===== config.mk =====
export PLATFORM = sky130hd
export DESIGN_NAME = vga_timing_flat
export DESIGN_NICKNAME = d
export VERILOG_FILES = /design/src/rtl/test_numbers_pkg.sv /design/src/rtl/test_numbers_vga_if.sv /design/src/rtl/test_numbers_vga_timing.sv /design/src/flat_wrapper.sv
export SDC_FILE = /design/constraint.sdc
export NUM_CORES = 1
export LEC_CHECK = 0
export ABC_CLOCK_PERIOD_IN_PS = 1930
export CORE_ASPECT_RATIO = 1.2
export CORE_MARGIN = 2
export CORE_UTILIZATION = 40
export CTS_CLUSTER_SIZE = 30
export DETAILED_ROUTE_END_ITERATION = 8
export GPL_ROUTABILITY_DRIVEN = 0
export PLACE_DENSITY = 0.78
export SETUP_SLACK_MARGIN = 0.15
export SYNTH_ARGS = -nofsm -noshare
export SYNTH_HDL_FRONTEND = slang
export SYNTH_SLANG_ARGS = --single-unit

===== constraint.sdc =====
create_clock -name clk -period 1.93 [get_ports clk]
set_input_delay 0.4825 -clock clk [delete_from_list [all_inputs] [get_ports clk]]
set_output_delay 0.4825 -clock clk [all_outputs]
set_load 0.02 [all_outputs]

===== src/rtl/test_numbers_pkg.sv =====
// test_numbers_pkg: default 640x480 timing, colours, pixel struct and the
// 8x8 digit font shared by the VGA digit test-pattern generator.
package test_numbers_pkg;

    localparam int unsigned H_VISIBLE = 640;
    localparam int unsigned H_FP      = 16;
    localparam int unsigned H_SYNC    = 96;
    localparam int unsigned H_BP      = 48;
    localparam int unsigned V_VISIBLE = 480;
    localparam int unsigned V_FP      = 10;
    localparam int unsigned V_SYNC    = 2;
    localparam int unsigned V_BP      = 33;
    localparam int unsigned H_TOTAL   = H_VISIBLE + H_FP + H_SYNC + H_BP;
    localparam int unsigned V_TOTAL   = V_VISIBLE + V_FP + V_SYNC + V_BP;

    // 10 bits hold both 0..799 and 0..524
    localparam int unsigned CNT_W = 10;

    localparam logic [11:0] FG_COLOR_DEF = 12'hFFF;
    localparam logic [11:0] BG_COLOR_DEF = 12'h008;
    localparam logic [11:0] BORDER_COLOR = 12'hF00;

    typedef struct packed {
        logic [3:0] r;
        logic [3:0] g;
        logic [3:0] b;
    } rgb_t;

    // Glyph rows for digits 0..9, eight rows each; bit 7 is the leftmost column
    localparam logic [7:0] FONT [80] = '{
        8'h3C, 8'h66, 8'h6E, 8'h76, 8'h66, 8'h66, 8'h3C, 8'h00,
        8'h18, 8'h38, 8'h18, 8'h18, 8'h18, 8'h18, 8'h7E, 8'h00,
        8'h3C, 8'h66, 8'h06, 8'h0C, 8'h30, 8'h60, 8'h7E, 8'h00,
        8'h3C, 8'h66, 8'h06, 8'h1C, 8'h06, 8'h66, 8'h3C, 8'h00,
        8'h06, 8'h0E, 8'h1E, 8'h66, 8'h7F, 8'h06, 8'h06, 8'h00,
        8'h7E, 8'h60, 8'h7C, 8'h06, 8'h06, 8'h66, 8'h3C, 8'h00,
        8'h3C, 8'h66, 8'h60, 8'h7C, 8'h66, 8'h66, 8'h3C, 8'h00,
        8'h7E, 8'h66, 8'h0C, 8'h18, 8'h18, 8'h18, 8'h18, 8'h00,
        8'h3C, 8'h66, 8'h66, 8'h3C, 8'h66, 8'h66, 8'h3C, 8'h00,
        8'h3C, 8'h66, 8'h66, 8'h3E, 8'h06, 8'h66, 8'h3C, 8'h00
    };

    // Row bits of a digit glyph; digits above 9 read as blank
    function automatic logic [7:0] glyph_row(input logic [3:0] digit, input logic [2:0] row);
        logic [7:0] bits;
        bits = '0;
        if (digit <= 4'd9) begin
            bits = FONT[{digit, row}];
        end
        return bits;
    endfunction

endpackage


===== src/rtl/test_numbers_vga_if.sv =====
// test_numbers_vga_if: raster position bus from the timing generator to the
// pixel stage (counters plus raw, unregistered sync and visible flags).
interface test_numbers_vga_if;
    import test_numbers_pkg::*;

    logic [CNT_W-1:0] h_cnt;
    logic [CNT_W-1:0] v_cnt;
    logic             hsync_raw;
    logic             vsync_raw;
    logic             visible;

    modport master (output h_cnt, output v_cnt, output hsync_raw, output vsync_raw, output visible);
    modport slave  (input  h_cnt, input  v_cnt, input  hsync_raw, input  vsync_raw, input  visible);
endinterface


===== src/rtl/test_numbers_vga_timing.sv =====
// vga_timing: horizontal/vertical raster counters and the raw sync/visible
// flags derived from them. Sync flags are active low.
module vga_timing import test_numbers_pkg::*; #(
    parameter int unsigned H_VISIBLE = test_numbers_pkg::H_VISIBLE,
    parameter int unsigned H_FP      = test_numbers_pkg::H_FP,
    parameter int unsigned H_SYNC    = test_numbers_pkg::H_SYNC,
    parameter int unsigned H_BP      = test_numbers_pkg::H_BP,
    parameter int unsigned V_VISIBLE = test_numbers_pkg::V_VISIBLE,
    parameter int unsigned V_FP      = test_numbers_pkg::V_FP,
    parameter int unsigned V_SYNC    = test_numbers_pkg::V_SYNC,
    parameter int unsigned V_BP      = test_numbers_pkg::V_BP
) (
    input  logic                clk,
    input  logic                rst_n,
    test_numbers_vga_if.master  tbus
);

    localparam int unsigned H_TOT    = H_VISIBLE + H_FP + H_SYNC + H_BP;
    localparam int unsigned V_TOT    = V_VISIBLE + V_FP + V_SYNC + V_BP;
    localparam int unsigned HS_START = H_VISIBLE + H_FP;
    localparam int unsigned HS_END   = HS_START + H_SYNC;
    localparam int unsigned VS_START = V_VISIBLE + V_FP;
    localparam int unsigned VS_END   = VS_START + V_SYNC;

    logic [CNT_W-1:0] h_cnt_q, h_cnt_d;
    logic [CNT_W-1:0] v_cnt_q, v_cnt_d;

    // Advance h every pixel; v steps when h wraps, both wrap at their totals
    always_comb begin
        h_cnt_d = h_cnt_q + 1'b1;
        v_cnt_d = v_cnt_q;
        if (h_cnt_q == CNT_W'(H_TOT - 1)) begin
            h_cnt_d = '0;
            if (v_cnt_q == CNT_W'(V_TOT - 1)) begin
                v_cnt_d = '0;
            end else begin
                v_cnt_d = v_cnt_q + 1'b1;
            end
        end
    end

    // Counter registers, cleared by the asynchronous reset
    always_ff @(posedge clk or negedge rst_n) begin
        if (!rst_n) begin
            h_cnt_q <= '0;
            v_cnt_q <= '0;
        end else begin
            h_cnt_q <= h_cnt_d;
            v_cnt_q <= v_cnt_d;
        end
    end

    // Raw position flags for the pixel stage
    always_comb begin
        tbus.h_cnt     = h_cnt_q;
        tbus.v_cnt     = v_cnt_q;
        tbus.hsync_raw = !((h_cnt_q >= CNT_W'(HS_START)) && (h_cnt_q < CNT_W'(HS_END)));
        tbus.vsync_raw = !((v_cnt_q >= CNT_W'(VS_START)) && (v_cnt_q < CNT_W'(VS_END)));
        tbus.visible   = (h_cnt_q < CNT_W'(H_VISIBLE)) && (v_cnt_q < CNT_W'(V_VISIBLE));
    end

endmodule


===== src/flat_wrapper.sv =====
// flat-port wrapper written by rule: the top's interface ports become plain ports
module vga_timing_flat import test_numbers_pkg::*;
#(
    parameter int unsigned H_VISIBLE = test_numbers_pkg::H_VISIBLE,
    parameter int unsigned H_FP      = test_numbers_pkg::H_FP,
    parameter int unsigned H_SYNC    = test_numbers_pkg::H_SYNC,
    parameter int unsigned H_BP      = test_numbers_pkg::H_BP,
    parameter int unsigned V_VISIBLE = test_numbers_pkg::V_VISIBLE,
    parameter int unsigned V_FP      = test_numbers_pkg::V_FP,
    parameter int unsigned V_SYNC    = test_numbers_pkg::V_SYNC,
    parameter int unsigned V_BP      = test_numbers_pkg::V_BP
)
  (clk, rst_n, tbus_h_cnt, tbus_v_cnt, tbus_hsync_raw, tbus_vsync_raw, tbus_visible);
  test_numbers_vga_if tbus_i ();
  input  logic clk;
  input  logic rst_n;
  output wire logic [$bits(tbus_i.h_cnt)-1:0] tbus_h_cnt;
  output wire logic [$bits(tbus_i.v_cnt)-1:0] tbus_v_cnt;
  output wire logic [$bits(tbus_i.hsync_raw)-1:0] tbus_hsync_raw;
  output wire logic [$bits(tbus_i.vsync_raw)-1:0] tbus_vsync_raw;
  output wire logic [$bits(tbus_i.visible)-1:0] tbus_visible;
  assign tbus_h_cnt = tbus_i.h_cnt;
  assign tbus_v_cnt = tbus_i.v_cnt;
  assign tbus_hsync_raw = tbus_i.hsync_raw;
  assign tbus_vsync_raw = tbus_i.vsync_raw;
  assign tbus_visible = tbus_i.visible;
  vga_timing #(.H_VISIBLE(H_VISIBLE), .H_FP(H_FP), .H_SYNC(H_SYNC), .H_BP(H_BP), .V_VISIBLE(V_VISIBLE), .V_FP(V_FP), .V_SYNC(V_SYNC), .V_BP(V_BP)) u_core (.clk(clk), .rst_n(rst_n), .tbus(tbus_i));
endmodule

== Word-level counts from Yosys, hierarchy flattened ==
Index checks and enable logic that the tools add are counted.

* Flip-flop bits (word level): 20
* Word-level logic and storage cells: 19
* Input port bits: 2
* Output and inout bits: 23

* Equal/unequal tests: 2
* Magnitude comparators: 6
* Reductions and logical operators: 5
* Add/sub/neg operators: 2
* Mux-type cells: 2

{| class="wikitable"
|+ Operator list
! cell !! number
|-
| adder 10 x 1 -> 10 bit, second input constant || 2
|-
| == test 10 bit, second input constant || 2
|-
| < comparator 10 bit, second input constant || 2
|-
| < comparator 10 x 9 -> 1 bit, second input constant || 2
|-
| two-way mux 10 bit || 2
|-
| >= comparator 10 bit, second input constant || 1
|-
| >= comparator 10 x 9 -> 1 bit, second input constant || 1
|-
| logical AND 1 bit || 3
|-
| zero test 1 bit || 2
|}

== Logic depth before layout (Yosys ltp) ==
Gate-level depths: netlist of the first run.

* Word-level depth: 3
* Mapped depth: 6
* Mapped depth without buffers: 6

== Worst setup path before layout of the first run ==
Ideal clock, no wire load.

* Kind: flip-flop to flip-flop
* Start point: register u_core.h_cnt_q[0], in the netlist u_core.tbus.h_cnt[0]
* End point: register u_core.v_cnt_q[9], in the netlist u_core.tbus.v_cnt[9]
* Required time: 1.804 ns
* Buffers on the path: 0
* Setup slack: 0.056 ns
* Data arrival time: 1.748 ns
* Cell stages (with the launch flop): 6
* Period minus slack after synthesis: 1.874 ns
* Library setup time: 0.126 ns
* Cell sequence: dfrtp_1 > ha_1 > nand4_1 > or3_1 > nor2_2 > nor4_2

* Cells in the longest elaborated chain, start to end: 1

{| class="wikitable"
|+ RTL lines
! item !! RTL line !! text
|-
| start, declared || test_numbers_vga_timing.sv:25 || <nowiki>logic [CNT_W-1:0] h_cnt_q, h_cnt_d;</nowiki>
|-
| start signal, assigned || test_numbers_vga_timing.sv:48 || <nowiki>h_cnt_q <= h_cnt_d;</nowiki>
|-
| == test 10 bit || test_numbers_vga_timing.sv:32 || <nowiki>if (h_cnt_q == CNT_W'(H_TOT - 1)) begin</nowiki>
|-
| end signal, assigned || test_numbers_vga_timing.sv:49 || <nowiki>v_cnt_q <= v_cnt_d;</nowiki>
|-
| end, declared || test_numbers_vga_timing.sv:26 || <nowiki>logic [CNT_W-1:0] v_cnt_q, v_cnt_d;</nowiki>
|}

No other way between the ends.
A chain may end at the register's enable or synchronous reset.

== Worst setup path in the final report of the first run ==
* Start point: register u_core.v_cnt_q[5], in the netlist u_core.tbus.v_cnt[5]
* End point: output port tbus_visible

* Cells in the longest elaborated chain, start to end: 2

{| class="wikitable"
|+ RTL lines
! item !! RTL line !! text
|-
| < comparator 10 x 9 -> 1 bit || test_numbers_vga_timing.sv:59 || <nowiki>tbus.visible = (h_cnt_q < CNT_W'(H_VISIBLE)) && (v_cnt_q < CNT_W'(V_VISIBLE));</nowiki>
|-
| logical AND 1 bit || test_numbers_vga_timing.sv:59 ||
|-
| end, declared || flat_wrapper.sv:21 || <nowiki>output wire logic [$bits(tbus_i.visible)-1:0] tbus_visible;</nowiki>
|}

No other way between the ends.

==> results.txt, run 1 <==
----------------------------------------------------
[Worst setup path]
  Worst endpoint data arrival time ... 1.29 ns
  Cells on worst reg2reg path ... 6
  Critical Path End Type ... output port
  Beginning of the worst register-to-register path ... u_core.tbus.h_cnt[5]
  CP required ... 1.45 ns
  Worst reg2reg path endpoint ... u_core.tbus.v_cnt[2]
  Crit-path max FO ... 3
  Series of cell instances along the critical path ... and3_4, and2_4, nor3_2, buf_4
  Slowest library cell on the worst path ... dfrtp_1
  Register-to-register setup slack ... 0.18 ns
  Category of the critical setup timing path ... reg2out
  Highest cell delay on the worst timing path ... 0.39 ns
  Nature of the critical path startpoint ... register

[Route]
  DRC viols ... 0
  Number of iterations in the first detailed-routing pass ... 5
  Total number of vias ... 1010
  Initial DRC Count ... 30
  Average routed wire per standard cell ... 13.53 µm
  Detail-routed via count per cell ... 5.179
  Total detailed-routing wirelength ... 2639 µm
  Post-DRT Antenna Nets ... 0

[Run status]
  Run status ... complete, no violations

[Logic synthesis]
  Post-synthesis average cell area ... 9.919 µm²
  Syn nets ... 116
  Synthesized instance count ... 110
  Count of warnings emitted by yosys ... 0
  Share of the synthesized area in the top cell type ... 45.87%
  Summed instance area of the synthesized netlist ... 0.001091 mm²
  Most area-hungry cell type in the Yosys netlist ... dfrtp_1
  Number of register bits inferred by synthesis ... 20
  Seq/Total Area, Yosys ... 45.87%
  Number of distinct library cells after synthesis ... 26
  Largest cells by area after synthesis ... dfrtp_1, xnor2_1, xor2_1

[Layout]
  Fraction of final layout cells with drive strength greater than 1 ... 33.95%
  Multi-input gate area in the final layout ... 610.6 µm²
  Number of filler instances in the final layout ... 215
  Layout area overhead ... 49.89%
  Cell Count, Final, Fillers Out ... 195
  Diode count ... 0
  Sequential cell area ... 508.0 µm²
  Design area ... 0.001635 mm²
  Final nets ... 169

[Clock network]
  TritonCTS clock tree ... built
  Clk_lat worst skew ... 0.32 ns
  Worst-case clock buffer depth ... 2
  Number of H-tree branching levels ... 1
  Clock Sink Count ... 20
  Clk root buf ... clkbuf_4
  Clk pin slew, worst setup/hold paths ... 0.12 ns
  Number of buffers created by CTS ... 3

[Floorplan]
  Effective utilization at floorplan ... 42.75%
  Horizontal extent of the die ... 51.68 µm
  Number of cell rows ... 20
  Core Footprint ... 0.002552 mm²
  Floorplan die area ... 0.003163 mm²
  Die Height ... 61.21 µm
  Top Ports ... 25

[Timing]
  Setup clock skew after layout ... 0.008426 ns
  Portion of the clock cycle consumed by the worst path in the final layout ... 91.78%
  Final setup viols ... 0
  Final Hold Vio Count ... 0
  Transition time at the pin with the least slew margin ... 0.3206 ns
  Tmin final ... 1.771 ns
  Worst rel slew slack ... 78.34%
  Unrepaired setup endpoints after global routing ... yes
  Final-report max-slew violation count ... 0
  Achievable Freq ... 0.5645 GHz
  Worst-case setup margin in the final layout ... 0.1587 ns

[Placement]
  Placed Instances ... 184
  Placed Area ... 0.001509 mm²
  Post-DP HPWL ... 1820 µm
  Pre-CTS worst setup slack ... -0.05500 ns
  Buffers added on ports ... 24

[GRT]
  Congestion Overflow GR ... 0
  Initial antenna violation count ... 0
  Maximum number of pins on one net before global-route repair ... 21
  Wire length of the first global-routing pass ... 4209 µm
  GRT Util Overall ... 17.96%
  Via count of the first global-routing pass ... 953

[Power and ir drop]
  Power density over the cells ... 476.5 mW/mm²
  Maximum VDD drop ... 0.3860 mV
  Leak pwr ... 0.8185 nW

[Min path]
  Class of the worst hold path ... in2async

[Job]
  Maximum Capacitance Violations ... 0

----------------------------------------------------
[state kept, by name (all words and copies together) (netlist names)]
name	count
u_core.tbus.h_cnt	10
u_core.tbus.v_cnt	10
[placed cells by master, fill, tap and decap left out, types with 2 or more instances in the layout]
| master | netlist | routed |
|---|---|---|
| and2_1 | 3 | 2 |
| and3_1 | 3 | 2 |
| and3_2 | 2 | 2 |
| buf_4 | 0 | 27 |
| clkbuf_4 | 0 | 3 |
| dfrtp_1 | 20 | 14 |
| dfrtp_2 | 0 | 6 |
| dlygate4sd2_1 | 0 | 20 |
| ha_1 | 4 | 3 |
| inv_1 | 5 | 5 |
| nand2_1 | 10 | 10 |
| nand3_1 | 10 | 10 |
| nand4_1 | 4 | 4 |
| nor2_1 | 11 | 11 |
| nor3_1 | 4 | 3 |
| nor3_2 | 1 | 2 |
| nor4_2 | 1 | 4 |
| nor4_4 | 2 | 2 |
| o21ai_0 | 3 | 3 |
| xnor2_1 | 8 | 8 |
| xor2_1 | 6 | 6 |
[cells in the mapped netlist]
| library cell | n |
|---|---|
| nand4_1 | 4 |
| inv_1 | 5 |
| xor2_1 | 6 |
| nand3_1 | 10 |
| o21ai_0 | 3 |
| a21o_1 | 1 |
| nor4bb_1 | 1 |
| nand2_1 | 10 |
| nor2_1 | 11 |
| ha_1 | 4 |
| or3_1 | 2 |
| clkbuf_1 | 1 |
| nor3_2 | 1 |
| nor3_1 | 4 |
| nor2_2 | 2 |
| nor4_2 | 1 |
| o21a_1 | 1 |
| and2_1 | 3 |
| dfrtp_1 | 20 |
| nor4_4 | 2 |
| and3_1 | 3 |
| nor4_1 | 3 |
| buf_6 | 1 |
| and3_2 | 2 |
| xnor2_1 | 8 |
| and4_1 | 1 |
[metrics by stage]
| stage | total power [mW] | hold slack (ns) | util, % | TNS (ns) |
|---|---|---|---|---|
| 3_5_place_dp | 0.4388 | 0.4932 | 59.12 | -0.05500 |
| 5_1_grt | 0.8034 | 0.5201 | 64.07 | 0 |
| 3_3_place_gp | 0.4383 | 0.4752 | 59.12 | -0.03605 |
| 4_1_cts | 0.7879 | 0.4932 | 60.00 | 0 |
| 6_report | 0.7792 | 0.4897 | 64.07 | 0 |
| 2_1_floorplan | 0.4271 | 0.1869 | - | 0 |
[timing repair]
| action | in CTS | in global routing |
|---|---|---|
| endpoints found under the setup margin | 29 | 10 |
| resized for setup | 35 | 12 |
| hold buffers | 0 | 0 |
| buffers inserted | 0 | 7 |
| pin swaps | 0 | 3 |
[logic make-up (layout without fill, tap and decap cells)]
logic type	count (synthesis)	in the layout	share of synthesized area [%]
AO/OA/AOI/OAI	5	5	2.752
AND/OR/NAND/NOR	60	60	32.45
buffers and inverters	7	59	3.096
XOR/XNOR	14	14	11.24
flip-flops	20	20	45.87
adder cells (fa/ha/maj)	4	4	4.587
[critical path, delay by kind of cell (launching register included)]
family                 cells  cell delay (ns)
AND/OR/NAND/NOR            3             0.43
buffers and inverters      1             0.16
flip-flops                 1             0.39
[power breakdown]
group	total, mW	internal, mW	switching, mW	leakage (nW)
Clock	0.349	0.210	0.139	0.0279
Combinational	0.0112	0.00310	0.00813	0.533
Sequential	0.419	0.419	0	0.258
Total	0.779	0.632	0.147	0.819
[worst max path at each step]
stage | slack [ns] | depth (start not counted) | start | endpoint
after floorplan | 0.16 | 5 | u_core.tbus.h_cnt[0] | u_core.tbus.v_cnt[9]
after global placement | -0.04 | 4 | u_core.tbus.v_cnt[5] | tbus_visible
after detailed placement | -0.06 | 4 | u_core.tbus.v_cnt[5] | tbus_visible
after CTS | 0.06 | 4 | u_core.tbus.v_cnt[5] | tbus_visible
after global routing | 0.01 | 7 | u_core.tbus.v_cnt[1] | u_core.tbus.v_cnt[4]
final | 0.16 | 4 | u_core.tbus.v_cnt[5] | tbus_visible
[layer usage]
layer / wire, µm / GRT usage [%] / vias to the layer above
li1: - / - / 482
met1: 1188 / 22.61 / 501
met2: 1325 / 30.59 / 23
met3: 77 / 2.427 / 4
met4: 47 / 9.023 / 0
met5: 0 / 0 / -
[cell type report]
type | count | area share (%)
multi-input combinational | 83 | 37.34
sequential | 20 | 31.06
timing repair buffer | 50 | 24.71
tap | 33 | 2.525
clock inverter | 1 | 1.836
clock buffer | 3 | 1.377
inverter | 5 | 1.148
(Power assumes the default switching activity.)
==> run 2, diff against run 1 <==
--- a/config.mk
+++ b/config.mk
@@ -5,7 +5,7 @@
 export SDC_FILE = /design/constraint.sdc
 export NUM_CORES = 1
 export LEC_CHECK = 0
-export ABC_CLOCK_PERIOD_IN_PS = 1930
+export ABC_CLOCK_PERIOD_IN_PS = 1700
 export CORE_ASPECT_RATIO = 1.2
 export CORE_MARGIN = 2
 export CORE_UTILIZATION = 40
==> constraint.sdc (replaced) <==
create_clock -name clk -period 1.7 [get_ports clk]
set_input_delay 0.425 -clock clk [delete_from_list [all_inputs] [get_ports clk]]
set_output_delay 0.425 -clock clk [all_outputs]
set_load 0.02 [all_outputs]
==> run 2 against run 1 <==
Against the previous run: power fell by 0.83%; combinational power is 13% higher; sequential power rose by 13%; worst setup slack worse by 0.20 ns; critical endpoint is now u_core.tbus.v_cnt[6]; clock skew is 0.0073 ns lower; core utilization rose by 5.8 points; cell area is 9.1% higher; the run now ends with negative setup slack left; global-route usage up 3.5 points; register-to-register slack worse by 0.22 ns; die area is the same.
==> results.txt, run 2 (synthesis gave the netlist of run 1 again) <==
----------------------------------------------------
[Route]
  DRC viols ... 0 (unchanged)
  Total number of vias ... 1078 (+6.7%)
  Initial DRC Count ... 22 (-27%)
  Number of iterations in the first detailed-routing pass ... 4 (-1)
  Detail-routed via count per cell ... 5.259 (+1.5%)
  Total detailed-routing wirelength ... 3145 µm (+19%)
  Post-DRT Antenna Nets ... 0 (unchanged)
  Average routed wire per standard cell ... 15.34 µm (+13%)

[Job]
  Maximum Capacitance Violations ... 0 (unchanged)

[Timing]
  Achievable Freq ... 0.5739 GHz
  Worst-case setup margin in the final layout ... -0.04235 ns (-0.2010 ns)
  Transition time at the pin with the least slew margin ... 0.3254 ns (+0.004839 ns)
  Unrepaired setup endpoints after global routing ... yes
  Final Hold Vio Count ... 0 (unchanged)
  Setup clock skew after layout ... 0.001089 ns (-0.007337 ns)
  Worst rel slew slack ... 78.14% (-0.19 points)
  Final setup viols ... 1 (+1)
  Portion of the clock cycle consumed by the worst path in the final layout ... 102.5%
  Tmin final ... 1.742 ns
  Final-report max-slew violation count ... 0 (unchanged)

[Floorplan]
  Number of cell rows ... 20 (unchanged)
  Horizontal extent of the die ... 51.68 µm (unchanged)
  Top Ports ... 25 (unchanged)
  Effective utilization at floorplan ... 42.75% (unchanged)
  Die Height ... 61.21 µm (unchanged)
  Core Footprint ... 0.002552 mm² (unchanged)
  Floorplan die area ... 0.003163 mm² (unchanged)

[Worst setup path]
  Worst endpoint data arrival time ... 1.94 ns (+0.65 ns)
  Crit-path max FO ... 5 (+2)
  Worst setup startpoint ... u_core.tbus.h_cnt[6]
  Worst Setup EP ... u_core.tbus.v_cnt[6]
  Count of cell instances traversed by the critical path ... 5 (+1)
  Worst reg2reg path endpoint ... u_core.tbus.v_cnt[6]
  Series of cell instances along the critical path ... or3_4, buf_6, nor4_4, nand3_1, xnor2_1
  Gate family responsible for the most delay along the worst path ... simple AND/OR/NAND/NOR gates
  Category of the critical setup timing path ... reg2reg
  Cells on worst reg2reg path ... 5 (-1)
  Beginning of the worst register-to-register path ... u_core.tbus.h_cnt[6]
  Nature of the critical path startpoint ... register
  Highest cell delay on the worst timing path ... 0.44 ns (+0.05 ns)
  Slowest library cell on the worst path ... or3_4
  Buffers and inverters on the worst path ... 1 (unchanged)
  Register-to-register setup slack ... -0.04 ns (-0.22 ns)
  Critical Path End Type ... register
  CP required ... 1.90 ns (+0.45 ns)

[Power and ir drop]
  Maximum VDD drop ... 0.4539 mV (+18%)
  Leak pwr ... 0.8975 nW (+9.6%)
  Power density over the cells ... 433.1 mW/mm² (-9.1%)

[Layout]
  Sequential cell area ... 508.0 µm² (unchanged)
  Most frequent cells in the layout ... buf_4, buf_6, dfrtp_1, buf_2
  Number of filler instances in the final layout ... 204 (-5.1%)
  Layout area overhead ... 63.53%
  Diode count ... 0 (unchanged)
  Final nets ... 179 (+5.9%)
  Fraction of final layout cells with drive strength greater than 1 ... 52.33% (+18 points)
  Share of the core filled with cells ... 69.90% (+5.8 points)
  Commonest non-fill, non-tap cell in the layout ... buf_4
  Multi-input gate area in the final layout ... 696.9 µm² (+14%)

[Clock network]
  Worst-case clock buffer depth ... 2 (unchanged)
  Number of hold-repair buffers added at the cts stage ... 0 (unchanged)
  Clock Sink Count ... 20 (unchanged)
  Clk_lat worst skew ... 0.30 ns (-0.02 ns)
  Clk root buf ... clkbuf_4
  Number of buffers created by CTS ... 3 (unchanged)
  Number of H-tree branching levels ... 1 (unchanged)
  Clk pin slew, worst setup/hold paths ... 0.12 ns (about the same)
  TritonCTS clock tree ... built

[GRT]
  Initial antenna violation count ... 0 (unchanged)
  Maximum number of pins on one net before global-route repair ... 21 (unchanged)
  GRT Util Overall ... 21.50% (+3.5 points)
  Wire length of the first global-routing pass ... 4912 µm (+17%)
  Via count of the first global-routing pass ... 1078 (+13%)
  Congestion Overflow GR ... 0 (unchanged)

[Placement]
  Buffers added on ports ... 24 (unchanged)
  Pre-CTS worst setup slack ... -0.1878 ns (-0.1328 ns)
  Post-DP HPWL ... 1962 µm (+7.8%)

[Min path]
  Class of the worst hold path ... in2async

[Run status]
  Violated checks ... negative setup slack
  Run status ... complete, but fails checks

----------------------------------------------------
## run 2: cell count changes in the layout (fill, tap and decap cells not counted), sizes merged
cell,delta
dlygate4sd2,-19
bufinv,-1
buf,+23
clkbuf,+4
clkdlybuf4s15,+3
## run 2: worst min-delay path by stage
stage | startpoint | end | slack, ns | depth (start not counted)
2_1_floorplan | rst_n | u_core.tbus.h_cnt[0] | 0.13 | 0
4_1_cts | rst_n | u_core.tbus.h_cnt[3] | 0.45 | 2
5_1_grt | rst_n | u_core.tbus.h_cnt[9] | 0.45 | 2
6_report | rst_n | u_core.tbus.v_cnt[2] | 0.44 | 2
3_5_place_dp | u_core.tbus.h_cnt[0] | u_core.tbus.h_cnt[0] | 0.51 | 1
3_3_place_gp | u_core.tbus.h_cnt[0] | u_core.tbus.h_cnt[0] | 0.50 | 1
## run 2: timing repair
action	4_1_cts	5_1_grt
pin swaps	19	6
endpoints found under the setup margin	39	27
setup buffers	6	3
gates resized for setup	101	26
## run 2: layout make-up
class	instances	share of cell area, %
multi-input cells	83	39.06
flip-flops and latches	20	28.47
repair buffers	60	26.93
well taps	33	2.314
clock buffers	4	2.034
inverters	5	1.192
## run 2: per-stage QoR
stage          cells  hold WS, ns  power, mW  area [µm²]  setup TNS (ns)
2_1_floorplan    110       0.1294     0.4848        1120         -0.1235
3_3_place_gp     192       0.4992     0.4975        1589         -0.6958
3_5_place_dp     192       0.5132     0.4980        1589         -0.8387
4_1_cts          202       0.4486     0.7717        1762               0
5_1_grt          205       0.4460     0.7962        1784         -0.2508
6_report         205       0.4396     0.7728        1784        -0.04235
## run 2: layer usage
metal | up-vias | track usage (%) | part of all wire, %
li1 | 506 | - | -
met1 | 530 | 24.77 | 40
met2 | 33 | 39.01 | 54
met3 | 9 | 2.670 | 2.2
met4 | 0 | 11.65 | 2.9
met5 | - | 0 | 0
## run 2: power breakdown
part           switching (mW)  internal [mW]  total, mW
clock                   0.154          0.131      0.285
sequential                  0          0.475      0.475
combinational         0.00923        0.00352     0.0127
total                   0.163          0.610      0.773
==> run 3, diff against run 2 <==
==> constraint.sdc (replaced) <==
create_clock -name clk -period 1.7 [get_ports clk]
set_input_delay 0.425 -clock clk [delete_from_list [all_inputs] [get_ports clk]]
set_output_delay 0.425 -clock clk [all_outputs]
set_load 0.1 [all_outputs]
==> run 3 against run 2 <==
Against the previous run: the run still ends with negative setup slack left; sequential power about the same; critical endpoint is now u_core.tbus.v_cnt[4]; die area stayed put; maximum frequency fell by 13%.
==> results.txt, run 3 (synthesis gave the netlist of run 1 again) <==
----------------------------------------------------
[Layout]
  Most frequent cells in the layout ... buf_12, buf_6, buf_4, dfrtp_4, nand3_1
  Cell Count, Final, Fillers Out ... 204 (-0.49%)
  Diode count ... 0 (unchanged)
  Final nets ... 178 (-0.56%)
  Commonest non-fill, non-tap cell in the layout ... buf_12
  Share of the core filled with cells ... 84.26% (+14 points)
  Fraction of final layout cells with drive strength greater than 1 ... 61.99% (+9.7 points)
  Layout area overhead ... 97.13%

[Placement]
  Buffers added on ports ... 24 (unchanged)
  Pre-CTS worst setup slack ... -0.1416 ns (+0.04626 ns)
  Post-DP HPWL ... 1939 µm (-1.2%)
  Placed Instances ... 176 (-8.3%)

[Floorplan]
  Die Height ... 61.21 µm (unchanged)
  Core Footprint ... 0.002552 mm² (unchanged)
  Horizontal extent of the die ... 51.68 µm (unchanged)
  Floorplan die area ... 0.003163 mm² (unchanged)
  Number of cell rows ... 20 (unchanged)
  Effective utilization at floorplan ... 42.75% (unchanged)
  Top Ports ... 25 (unchanged)

[Route]
  DRC viols ... 0 (unchanged)
  Total number of vias ... 1113 (+3.2%)
  Number of iterations in the first detailed-routing pass ... 4 (unchanged)
  Post-DRT Antenna Nets ... 0 (unchanged)
  Average routed wire per standard cell ... 17.89 µm (+17%)
  Detail-routed via count per cell ... 5.456 (+3.8%)
  Total detailed-routing wirelength ... 3649 µm (+16%)
  Initial DRC Count ... 31 (+41%)

[Clock network]
  Number of H-tree branching levels ... 1 (unchanged)
  Number of buffers created by CTS ... 3 (unchanged)
  Clk pin slew, worst setup/hold paths ... 0.13 ns (about the same)
  Clk root buf ... clkbuf_4
  Number of hold-repair buffers added at the cts stage ... 0 (unchanged)
  Clock Sink Count ... 20 (unchanged)
  Clk_lat worst skew ... 0.31 ns (about the same)
  Worst-case clock buffer depth ... 2 (unchanged)
  TritonCTS clock tree ... built

[GRT]
  Initial antenna violation count ... 0 (unchanged)
  GRT Util Overall ... 22.44% (+0.94 points)
  Maximum number of pins on one net before global-route repair ... 21 (unchanged)
  Congestion Overflow GR ... 0 (unchanged)
  Wire length of the first global-routing pass ... 5078 µm (+3.4%)
  Via count of the first global-routing pass ... 1086 (+0.74%)

[Job]
  Maximum Capacitance Violations ... 0 (unchanged)

[Timing]
  Worst rel slew slack ... 69.32% (-8.8 points)
  Final-report max-slew violation count ... 0 (unchanged)
  Final Hold Vio Count ... 0 (unchanged)
  Setup clock skew after layout ... 0.008076 ns (+0.006988 ns)
  Achievable Freq ... 0.5011 GHz (-13%)
  Tmin final ... 1.996 ns (+0.2533 ns)
  Final setup viols ... 20 (+19)
  Unrepaired setup endpoints after global routing ... yes
  Transition time at the pin with the least slew margin ... 0.4561 ns (+0.1306 ns)
  Worst-case setup margin in the final layout ... -0.2956 ns (-0.2533 ns)
  Portion of the clock cycle consumed by the worst path in the final layout ... 117.4% (+15 points)

[Run status]
  Violated checks ... negative setup slack
  Run status ... complete, but fails checks

[Power and ir drop]
  Leak pwr ... 0.9486 nW (+5.7%)
  Power density over the cells ... 411.7 mW/mm² (-5.0%)
  Maximum VDD drop ... 0.4866 mV (+7.2%)

[Worst setup path]
  Crit-path max FO ... 7 (+2)
  Worst endpoint data arrival time ... 2.20 ns (+0.26 ns)
  Category of the critical setup timing path ... reg2reg
  Critical Path End Type ... register
  Cells on worst reg2reg path ... 6 (+1)
  Nature of the critical path startpoint ... register
  CP required ... 1.90 ns (about the same)

[Min path]
  Class of the worst hold path ... in2async

----------------------------------------------------
run 3: cell types whose count changed in the layout (fill, tap and decap cells not counted), sizes merged:
cell,change
dlygate4sd2,-1
clkbuf,-4
buf,+6
clkdlybuf4s15,-3
bufinv,+1
run 3: worst max-delay path, cell delays in order, from the launching register on:
cell and delay, ns:
dfrtp_4 0.50, buf_4 0.14, buf_4 0.12, or3_4 0.41, nor4_1 0.47, xnor2_1 0.19
nor2_2 0.06
run 3: worst paths after layout:
kind / startpoint / endpoint / slack [ns]
worst min-delay path: rst_n / u_core.tbus.h_cnt[2] / 0.44
worst min register to register: u_core.tbus.v_cnt[8] / u_core.tbus.v_cnt[8] / 0.55
worst max register to register: u_core.tbus.h_cnt[7] / u_core.tbus.v_cnt[4] / -0.30
max in group asynchronous: rst_n / u_core.tbus.v_cnt[6] / 1.02
worst max-delay path: u_core.tbus.h_cnt[7] / u_core.tbus.v_cnt[4] / -0.30
min in group clk: u_core.tbus.v_cnt[8] / u_core.tbus.v_cnt[8] / 0.55
run 3: per-layer routing:
layer | routed length (µm) | vias up | GRT usage (%)
li1 | - | 502 | -
met5 | 0 | - | 0
met4 | 163 | 0 | 15.04
met1 | 1419 | 555 | 27.63
met2 | 1900 | 41 | 37.18
met3 | 166 | 15 | 2.913
run 3: repair_timing:
item                       4_1_cts  5_1_grt
resized for setup               16       14
setup buffers                   13       11
pin swaps                        6       11
setup endpoints to repair       24       28
run 3: stage by stage:
step / instance area, µm² / total power [mW] / hold WS, ns / TNS, ns
global route: 2151 / 0.9013 / 0.4581 / -4.052
detailed placement: 1797 / 0.4986 / 0.5352 / -0.9300
finish: 2151 / 0.8854 / 0.4391 / -3.398
floorplan: 1217 / 0.4853 / 0.1294 / -2.638
CTS: 2029 / 0.8850 / 0.4481 / -1.454
global placement: 1797 / 0.4983 / 0.5170 / -0.4896
run 3: cell type report:
class                           count  area (µm²)
Clock buffer                        3       22.52
Tap cell                           33       41.29
Timing Repair Buffer               59       817.0
Clock inverter                      1       30.03
Fill cell                         128       401.6
Inverter                            5       18.77
Sequential cell                    20       553.0
Multi-Input combinational cell     83       668.1
run 3: power by group:
part | total, mW | switching (mW) | leakage (nW) | internal (mW)
Sequential | 0.475 | 0 | 0.234 | 0.475
Clock | 0.397 | 0.159 | 0.0279 | 0.238
Combinational | 0.0129 | 0.00939 | 0.686 | 0.00352
